**config.mk**
```make
export PLATFORM = sky130hd
export DESIGN_NAME = cpu5_ifetch
export DESIGN_NICKNAME = d
export VERILOG_FILES = /design/src/rtl/cpu5_ifetch.sv
export SDC_FILE = /design/constraint.sdc
export NUM_CORES = 1
export LEC_CHECK = 0
export ABC_AREA = 1
export CAP_MARGIN = 30
export CORE_ASPECT_RATIO = 1.25
export CORE_UTILIZATION = 60
export CTS_BUF_LIST = sky130_fd_sc_hd__clkbuf_4
export CTS_CLUSTER_SIZE = 20
export DETAILED_ROUTE_END_ITERATION = 12
export PLACE_DENSITY = 0.85
export RECOVER_POWER = 25
export SLEW_MARGIN = 15
export SYNTH_ARGS = -nofsm -noshare
export SYNTH_HDL_FRONTEND = slang
export SYNTH_SLANG_ARGS = --single-unit
```
**constraint.sdc**
```tcl
create_clock -name clk -period 2.8 [get_ports clk]
set_clock_uncertainty 0.05 [all_clocks]
set_input_delay 0.56 -clock clk [delete_from_list [all_inputs] [get_ports clk]]
set_output_delay 0.56 -clock clk [all_outputs]
set_load 0.01 [all_outputs]
```
**src/rtl/cpu5_ifetch.sv**
```systemverilog
// cpu5_ifetch: instruction-fetch front end. Owns the PC, issues word reads to
// a synchronous, never-stalling instruction memory, buffers returned words in
// a DEPTH-entry prefetch queue and hands {pc, instr} to decode under
// valid/ready. A br_taken redirect flushes everything and refetches.
//
// Optional feature macro: CPU5_IFETCH_PERF_EN adds perf_fetched/perf_flushes.
//
// Handshake: decode consumes the head on a rising edge where id_valid and
// id_ready are both high; id_valid never depends on id_ready, and the head
// stays stable until consumed or flushed.
module cpu5_ifetch #(
  parameter int unsigned             ADDR_W   = 32,
  parameter int unsigned             DEPTH    = 4,
  parameter logic [ADDR_W-1:0]       RESET_PC = '0
) (
  input  logic              clk,
  input  logic              reset,
  output logic              imem_req,
  output logic [ADDR_W-1:0] imem_addr,
  input  logic [31:0]       imem_rdata,
  output logic              id_valid,
  output logic [31:0]       id_instr,
  output logic [ADDR_W-1:0] id_pc,
  input  logic              id_ready,
  input  logic              br_taken,
  input  logic [ADDR_W-1:0] br_target
`ifdef CPU5_IFETCH_PERF_EN
  , output logic [31:0]     perf_fetched
  , output logic [31:0]     perf_flushes
`endif
);

  localparam int unsigned PTR_W = (DEPTH > 1) ? $clog2(DEPTH) : 1;
  localparam int unsigned CNT_W = $clog2(DEPTH + 1);
  localparam logic [CNT_W:0] DEPTH_C = (CNT_W + 1)'(DEPTH);

  // Fetch state
  logic [ADDR_W-1:0] pc_q, pc_d;
  logic              inflight_q, inflight_d;
  logic [ADDR_W-1:0] inflight_pc_q, inflight_pc_d;

  // Prefetch queue
  logic [PTR_W-1:0]  rd_ptr_q, rd_ptr_d;
  logic [PTR_W-1:0]  wr_ptr_q, wr_ptr_d;
  logic [CNT_W-1:0]  count_q, count_d;
  logic [ADDR_W-1:0] mem_pc_q    [DEPTH];
  logic [ADDR_W-1:0] mem_pc_d    [DEPTH];
  logic [31:0]       mem_instr_q [DEPTH];
  logic [31:0]       mem_instr_d [DEPTH];

  logic push, pop;

  // Low target bits are architecturally ignored.
  logic unused_br_lo;
  assign unused_br_lo = ^br_target[1:0];

  // Request/handshake outputs: the outstanding read is counted so a returning
  // word always has a free slot.
  always_comb begin
    imem_req  = (({1'b0, count_q} + {{CNT_W{1'b0}}, inflight_q}) < DEPTH_C) && !br_taken;
    imem_addr = pc_q;
    id_valid  = (count_q != '0);
    id_instr  = mem_instr_q[rd_ptr_q];
    id_pc     = mem_pc_q[rd_ptr_q];
    push      = inflight_q && !br_taken;
    pop       = id_valid && id_ready && !br_taken;
  end

  // Next-state: redirect wins over fetch, push and pop.
  always_comb begin
    pc_d          = pc_q;
    inflight_d    = 1'b0;
    inflight_pc_d = inflight_pc_q;
    rd_ptr_d      = rd_ptr_q;
    wr_ptr_d      = wr_ptr_q;
    count_d       = count_q;
    mem_pc_d      = mem_pc_q;
    mem_instr_d   = mem_instr_q;

    if (br_taken) begin
      pc_d     = {br_target[ADDR_W-1:2], 2'b00};
      rd_ptr_d = '0;
      wr_ptr_d = '0;
      count_d  = '0;
    end else begin
      if (imem_req) begin
        pc_d          = pc_q + ADDR_W'(4);
        inflight_d    = 1'b1;
        inflight_pc_d = pc_q;
      end
      if (push) begin
        mem_pc_d[wr_ptr_q]    = inflight_pc_q;
        mem_instr_d[wr_ptr_q] = imem_rdata;
        wr_ptr_d              = wr_ptr_q + PTR_W'(1);
      end
      if (pop) begin
        rd_ptr_d = rd_ptr_q + PTR_W'(1);
      end
      if (push && !pop) begin
        count_d = count_q + CNT_W'(1);
      end else if (pop && !push) begin
        count_d = count_q - CNT_W'(1);
      end
    end
  end

  // State registers; entries reset to zero so the head is never X.
  always_ff @(posedge clk or negedge reset) begin
    if (!reset) begin
      pc_q          <= RESET_PC;
      inflight_q    <= 1'b0;
      inflight_pc_q <= '0;
      rd_ptr_q      <= '0;
      wr_ptr_q      <= '0;
      count_q       <= '0;
      for (int i = 0; i < DEPTH; i++) begin
        mem_pc_q[i]    <= '0;
        mem_instr_q[i] <= '0;
      end
    end else begin
      pc_q          <= pc_d;
      inflight_q    <= inflight_d;
      inflight_pc_q <= inflight_pc_d;
      rd_ptr_q      <= rd_ptr_d;
      wr_ptr_q      <= wr_ptr_d;
      count_q       <= count_d;
      mem_pc_q      <= mem_pc_d;
      mem_instr_q   <= mem_instr_d;
    end
  end

`ifdef CPU5_IFETCH_PERF_EN
  logic [31:0] perf_fetched_q, perf_fetched_d;
  logic [31:0] perf_flushes_q, perf_flushes_d;

  // Event counters for pushes and redirect edges; both wrap naturally.
  always_comb begin
    perf_fetched_d = perf_fetched_q + (push ? 32'd1 : 32'd0);
    perf_flushes_d = perf_flushes_q + (br_taken ? 32'd1 : 32'd0);
  end

  // Counter registers.
  always_ff @(posedge clk or negedge reset) begin
    if (!reset) begin
      perf_fetched_q <= '0;
      perf_flushes_q <= '0;
    end else begin
      perf_fetched_q <= perf_fetched_d;
      perf_flushes_q <= perf_flushes_d;
    end
  end

  assign perf_fetched = perf_fetched_q;
  assign perf_flushes = perf_flushes_q;
`endif

endmodule

```
# Word level (Yosys, flattened, before mapping)
# Cells that the tools add are included.
op_classes:
  addsub: 6
  n_lt_le_gt_ge: 4
  muxes: 21
  n_bitwise: 3
  reduce_logical: 17
op_table:
  columns: ["operator", "n"]
  rows:
  - ["$bwmux W128", 2]
  - ["$mux W32", 7]
  - ["$bmux W32 S2", 2]
  - ["$demux W32 S2", 1]
  - ["$add A32 B3 Y32 const B", 1]
  - ["$mux W3", 3]
  - ["$mux W2", 4]
  - ["$logic_and A1 B1 Y1", 7]
  - ["$ge A3 B3 Y1 const B", 2]
  - ["$not A2 Y3", 2]
  - ["$reduce_bool A2 Y1", 3]
  - ["$reduce_bool A3 Y1", 2]
  - ["$add A2 B1 Y2 const B", 2]
  - ["$add A3 B1 Y4", 1]
  - ["$lt A4 B3 Y1 const B", 1]
  - ["$reduce_and A2 Y1", 2]
  - ["$add A3 B1 Y3 const B", 1]
  - ["$logic_not A1 Y1", 3]
  - ["$lt A3 B1 Y1 const B", 1]
  - ["$sub A3 B1 Y3 const B", 1]
  - ["$mux W1", 2]
  - ["$not A1 Y1", 1]
totals:
  reg_bits: 328
  inputBits: 68
  output_inout_bits: 98
  word_cells: 65

# Logic depth before layout (Yosys ltp)
depth:
  ltp_word: 7
  depth_mapped: 10
  ltp_nobuf: 10

# Least setup slack after synthesis
# Ideal clock, no wire load.
synth_timing:
  path_type: "input port to flip-flop"
  from: "in br_taken"
  to: "reg count_q[2]"
  setup_ps: 118
  t_arrival_ps: 1703
  required_time_ps: 2632
  setup_slack_ps: 929
  path_stages: 9
  n_path_buf: 1
  cell_sequence: "buf_6 -> nor2_8 -> nand2_1 -> inv_1 -> fa_1 -> xnor2_1 -> xor2_1 -> nand3_1 -> nand2_1"
synth_via:
  elab_chain_cells: 6
  word_cells_on_any_way: 10
  cone_classes: "mux: 2; reduce/logical: 8"
synth_rtl:
  columns: ["element", "line", "text"]
  rows:
  - ["start, declared", "25", "input logic br_taken,"]
  - ["$logic_not A1 Y1", "65, 66", null]
  - ["$logic_and A1 B1 Y1", "66", "pop = id_valid && id_ready && !br_taken;"]
  - ["$logic_not A1 Y1", "99", "if (push && !pop) begin"]
  - ["$logic_and A1 B1 Y1", "99", null]
  - ["$mux W3", "99", null]
  - ["$mux W3", "80", "if (br_taken) begin"]
  - ["end signal, assigned", "126", "count_q <= count_d;"]
  - ["end, declared", "45", "logic [CNT_W-1:0] count_q, count_d;"]
# Several ways; a longest one is shown, not always the timed one.
# A chain may end at the register's enable or synchronous reset.

# Final worst setup path
layout_timing:
  from: "reg rd_ptr_q[0]"
  to: "out id_instr[27]"
layout_via:
  elab_chain_cells: 4
layout_rtl:
  columns: ["element", "line", "text"]
  rows:
  - ["start, declared", "43", "logic [PTR_W-1:0] rd_ptr_q, rd_ptr_d;"]
  - ["start signal, assigned", "124", "rd_ptr_q <= rd_ptr_d;"]
  - ["$not A2 Y3 (implied by the code)", "63", "id_instr = mem_instr_q[rd_ptr_q];"]
  - ["$bmux W32 S2", "63", null]
  - ["$mux W32 (implied by the code) (2 in series)", "63", null]
  - ["end, declared", "22", "output logic [31:0] id_instr,"]
# No other way between the ends. The select of a mux whose other input is x is not followed.

==> results_tabular.tex <==
\begin{tabular}{lr}
\hline
Metric & Value \\
\hline
\multicolumn{2}{l}{\textbf{Outcome}} \\
\quad Run status & finished with violations \\
\quad Violations in the final reports & capacitance limit, slew limit, setup timing \\
\multicolumn{2}{l}{\textbf{Power}} \\
\quad Power per unit of standard cell area & 1006 nW/um\^{}2 \\
\quad Maximum VDD drop & approximately 0.48 mV \\
\quad Reported leakage power & around 8.4 nW \\
\multicolumn{2}{l}{\textbf{Route}} \\
\quad Routed wire length & 36490 um \\
\quad Pre-antenna DRT Iters & 5 \\
\quad Vias per inst & 5.723 \\
\quad Final antenna-violating net count & 0 \\
\quad 1st-iter DRT viols & between 1k and 1.5k \\
\quad Via count & 12.77k \\
\quad DR WL/cell & $\sim$16 um \\
\quad Remaining routing DRC violations & 0 \\
\multicolumn{2}{l}{\textbf{Synth}} \\
\quad Sequential area share after synthesis & 0.5516 \\
\quad Yosys warnings & 0 \\
\quad Top cell type by total area after synthesis & sky130\_fd\_sc\_hd\_\_dfrtp\_1 \\
\quad Adder-Cell Fraction of Synth Area & 0.005761 \\
\quad Main area contributors after synthesis & sky130\_fd\_sc\_hd\_\_dfrtp\_1 55\%, sky130\_fd\_sc\_hd\_\_o21ai\_0 14\%, sky130\_fd\_sc\_hd\_\_nand2\_1 11\%, sky130\_fd\_sc\_hd\_\_nor2\_1 4.9\%, sky130\_fd\_sc\_hd\_\_o22ai\_1 2.7\% \\
\quad Summed instance area of the synthesized netlist & 14330 um\^{}2 \\
\quad Simple-gate portion of the synthesized area & 0.1914 \\
\quad Async SR Flop Fraction & 1.000 \\
\quad Share of the synthesized area in the top cell type & 0.5516 \\
\quad Combinational family with the most area after synthesis & simple AND/OR/NAND/NOR gates \\
\quad Number of instances in the synthesized netlist & 1724 \\
\quad Post-synthesis mux area share & 0 \\
\quad Netlist cell types & 36 \\
\quad Mapped Avg Cell Area & 8.315 um\^{}2 \\
\quad Synth Area in XOR/XNOR & 0.004277 \\
\quad Seq cells post-synth & 316 \\
\quad Share of the synthesized area in compound gates (AO/OA/AOI/OAI) & 0.1832 \\
\quad Most common flop cell mapped by yosys & sky130\_fd\_sc\_hd\_\_dfrtp\_1 \\
\quad Number of enable-type register cells in the synthesized netlist & 0 \\
\multicolumn{2}{l}{\textbf{Placed design}} \\
\quad Number of I/O port buffers & 159 \\
\quad GPL Wtd Cong & just under 1 \\
\quad Placed insts & 2096 \\
\quad HPWL after detailed placement & 22020 um \\
\quad Setup slack at placement & 0.06082 ns \\
\multicolumn{2}{l}{\textbf{Layout}} \\
\quad Most frequent cells in the layout & 409 x sky130\_fd\_sc\_hd\_\_nand2\_1, 405 x sky130\_fd\_sc\_hd\_\_o21ai\_0, 314 x sky130\_fd\_sc\_hd\_\_dfrtp\_1 \\
\quad Net count reported at finish & just under 2k \\
\quad Cell Count, Final, Fillers Out & 2231 \\
\quad Commonest non-fill, non-tap cell in the layout & sky130\_fd\_sc\_hd\_\_nand2\_1 \\
\quad Synthesis-to-layout area growth & 20.48\% \\
\quad Share of final-layout standard cells stronger than drive strength 1 & 0.1117 \\
\quad Fill cell instance count of the final layout & around 1.7k \\
\quad Layout Utilization & 0.7446 \\
\multicolumn{2}{l}{\textbf{STA}} \\
\quad Final period util & 1.058 \\
\quad Number of pins with negative max-slew slack in the final report & 84 \\
\quad Fin Hold WS & 0.4303 ns \\
\quad Minimum clock period after layout & 2.963 ns \\
\quad Setup violators final & 12 \\
\quad Highest attainable clock frequency & around 0.34 GHz \\
\quad Setup slack of the critical path after layout & -0.1626 ns \\
\quad Setup repair after global routing missed its margin & yes \\
\quad Setup total negative slack & -1.071 ns \\
\quad Number of hold-slack violations in the final timing report & 0 \\
\quad Slew headroom & -0.4522 \\
\quad Slew of the pin with the lowest slew margin & 2.178 ns \\
\multicolumn{2}{l}{\textbf{CTS}} \\
\quad Clock sink count & approximately 320 \\
\quad Root cell of the clock tree & sky130\_fd\_sc\_hd\_\_clkbuf\_4 \\
\quad Post-CTS setup buffers & 0 \\
\quad Buffer levels on the longest clock path & 3 \\
\quad TritonCTS clock tree & built \\
\quad Clock slew at reported path FFs & 0.07 ns \\
\quad Worst-Skew Late Latency & $\sim$0.67 ns \\
\quad H-tree depth & 3 \\
\quad CTS buffer count & 77 \\
\multicolumn{2}{l}{\textbf{Worst setup path}} \\
\quad Critical path launch point type & flop \\
\quad Crit. End Element & output pin \\
\quad Series of cell instances along the critical path & clkinv\_4 -> buf\_16 -> o21ai\_0 -> o22ai\_1 -> clkdlybuf4s50\_1 \\
\quad Library cell contributing the largest single delay on the critical path & sky130\_fd\_sc\_hd\_\_clkdlybuf4s50\_1 \\
\quad Arrival @ worst endpoint & 2.35 ns \\
\quad Delay of the slowest cell on the worst path & about 0.55 ns \\
\quad Critical setup path kind & flop to output pin \\
\quad Crit Path Max Fanout & 35 \\
\quad Required time of the critical path & 2.19 ns \\
\quad Largest delay contributor family on the critical path & buffers and inverters \\
\quad Number of buffer and inverter instances along the worst setup path & 3 \\
\multicolumn{2}{l}{\textbf{Global routing}} \\
\quad Remaining Overflow, GRT & 0 \\
\quad Pin count of the biggest net entering global routing & 91 \\
\quad Global-route wire length before repair & 60460 um \\
\quad Overall fraction of global-route tracks in use & 0.3090 \\
\quad Initial antenna violation count & 1 \\
\quad Via count of the first global-routing pass & around 13k \\
\multicolumn{2}{l}{\textbf{Floorplanning}} \\
\quad Die Width & 140.3 um \\
\quad Floorplan die area & about 25000 um\^{}2 \\
\quad Die extent in y & 174.8 um \\
\quad Initial cell density of the core & 0.6180 \\
\quad Std-Cell Core Area & between 20000 and 25000 um\^{}2 \\
\quad Cell Rows & between 60 and 70 \\
\quad Count of pins on the block boundary & $\sim$170 \\
\multicolumn{2}{l}{\textbf{Worst hold path}} \\
\quad Min-Delay Path Class & flop to flop \\
\multicolumn{2}{l}{\textbf{Job}} \\
\quad Max-cap viol count & 1 \\
\hline
\end{tabular}
worst reg2reg max path, cell delays in order, from the launching register on:
cell and delay [ns]:
sky130_fd_sc_hd__dfrtp_1 0.40, sky130_fd_sc_hd__nand3_1 0.12, sky130_fd_sc_hd__nand2_2 0.19, sky130_fd_sc_hd__inv_2 0.14, sky130_fd_sc_hd__nor2_4 0.48, sky130_fd_sc_hd__inv_2 0.24, sky130_fd_sc_hd__o21ai_0 0.21, sky130_fd_sc_hd__inv_1 0.07
sky130_fd_sc_hd__nand3_2 0.07
report_power, final:
group          total, W  leakage (nW)  switching [W]  internal (W)
combinational   0.00614          3.82        0.00354       0.00260
clock           0.00371         0.567        0.00175       0.00196
sequential      0.00753          4.05        0.00112       0.00641
total            0.0174          8.43        0.00641        0.0110
state kept, by name, indices dropped and copies added (netlist names):
register and count:
count_q 3, imem_addr 30, inflight_pc_q 30, inflight_q 1
mem_instr_q 128, mem_pc_q 120, rd_ptr_q 2, wr_ptr_q 2
final cells by class:
cell class / count / area (um^2) / share of cell area
repair buffers: 195 / 2059 / 0.1192
clock inverters: 16 / 86.33 / 0.004999
flip-flops and latches: 316 / 7913 / 0.4582
clock buffers: 115 / 863.3 / 0.04999
well taps: 288 / 360.3 / 0.02087
inverters: 110 / 417.9 / 0.02420
multi-input cells: 1190 / 5568 / 0.3224
diodes: 1 / 2.502 / 0.0001449
cells by family after synthesis:
| logic type | after synthesis |
|---|---|
| AOI/OAI and AO/OA | 502 |
| xor gates and xnor gates | 7 |
| adders and majority gates | 6 |
| buffers and inverters | 221 |
| DFF | 316 |
| other | 1 |
| and+or+nand+nor | 671 |
cells in the mapped netlist (6+ instances only):
cell	number
sky130_fd_sc_hd__buf_2	43
sky130_fd_sc_hd__o211ai_1	7
sky130_fd_sc_hd__o21ai_0	405
sky130_fd_sc_hd__nor2_1	187
sky130_fd_sc_hd__inv_2	7
sky130_fd_sc_hd__a21oi_1	14
sky130_fd_sc_hd__nand2_2	12
sky130_fd_sc_hd__nand2_1	409
sky130_fd_sc_hd__nor2_4	10
sky130_fd_sc_hd__dfrtp_1	316
sky130_fd_sc_hd__inv_1	101
sky130_fd_sc_hd__o21ai_1	6
sky130_fd_sc_hd__o22ai_1	63
sky130_fd_sc_hd__nand3_1	37
sky130_fd_sc_hd__clkbuf_1	62
sky130_fd_sc_hd__xor2_1	6
metrics by stage:
step	power (W)	instance area, um^2
after floorplan	0.01089	14350
after CTS	0.01747	17300
after detailed placement	0.01381	16260
final	0.01738	17270
after global placement	0.01349	16260
after global routing	0.01862	17270
worst paths after layout:
check                                 from               to  slack [ns]  depth (start not counted)
setup / recovery               rd_ptr_q[0]     id_instr[27]       -0.16                          5
hold / removal             mem_instr_q[41]  mem_instr_q[41]        0.43                          2
setup reg to reg                inflight_q    imem_addr[29]        0.76                          8
hold reg to reg            mem_instr_q[41]  mem_instr_q[41]        0.43                          2
max in group asynchronous            reset      rd_ptr_q[0]        0.18                          3
min in group asynchronous            reset   mem_instr_q[7]        1.03                          2
metal layers:
layer  part of all wire  global-route usage  wire, um  up-vias
met5                  0                   0         0        -
met4              0.025              0.1195       918        0
met3              0.079             0.06385      2879       67
met2               0.49              0.5173     17800      550
met1               0.41              0.3960     14890     6120
li1                   -                   -         -     6031
what timing repair did:
item                                   in CTS  in global routing
resized for setup                          69                 39
hold buffers                                1                  0
cloned                                      2                  0
setup endpoints to repair                  62                 52
endpoints found under the hold margin      77                  0
pin swaps                                   3                  2
(Power assumes the default switching activity.)
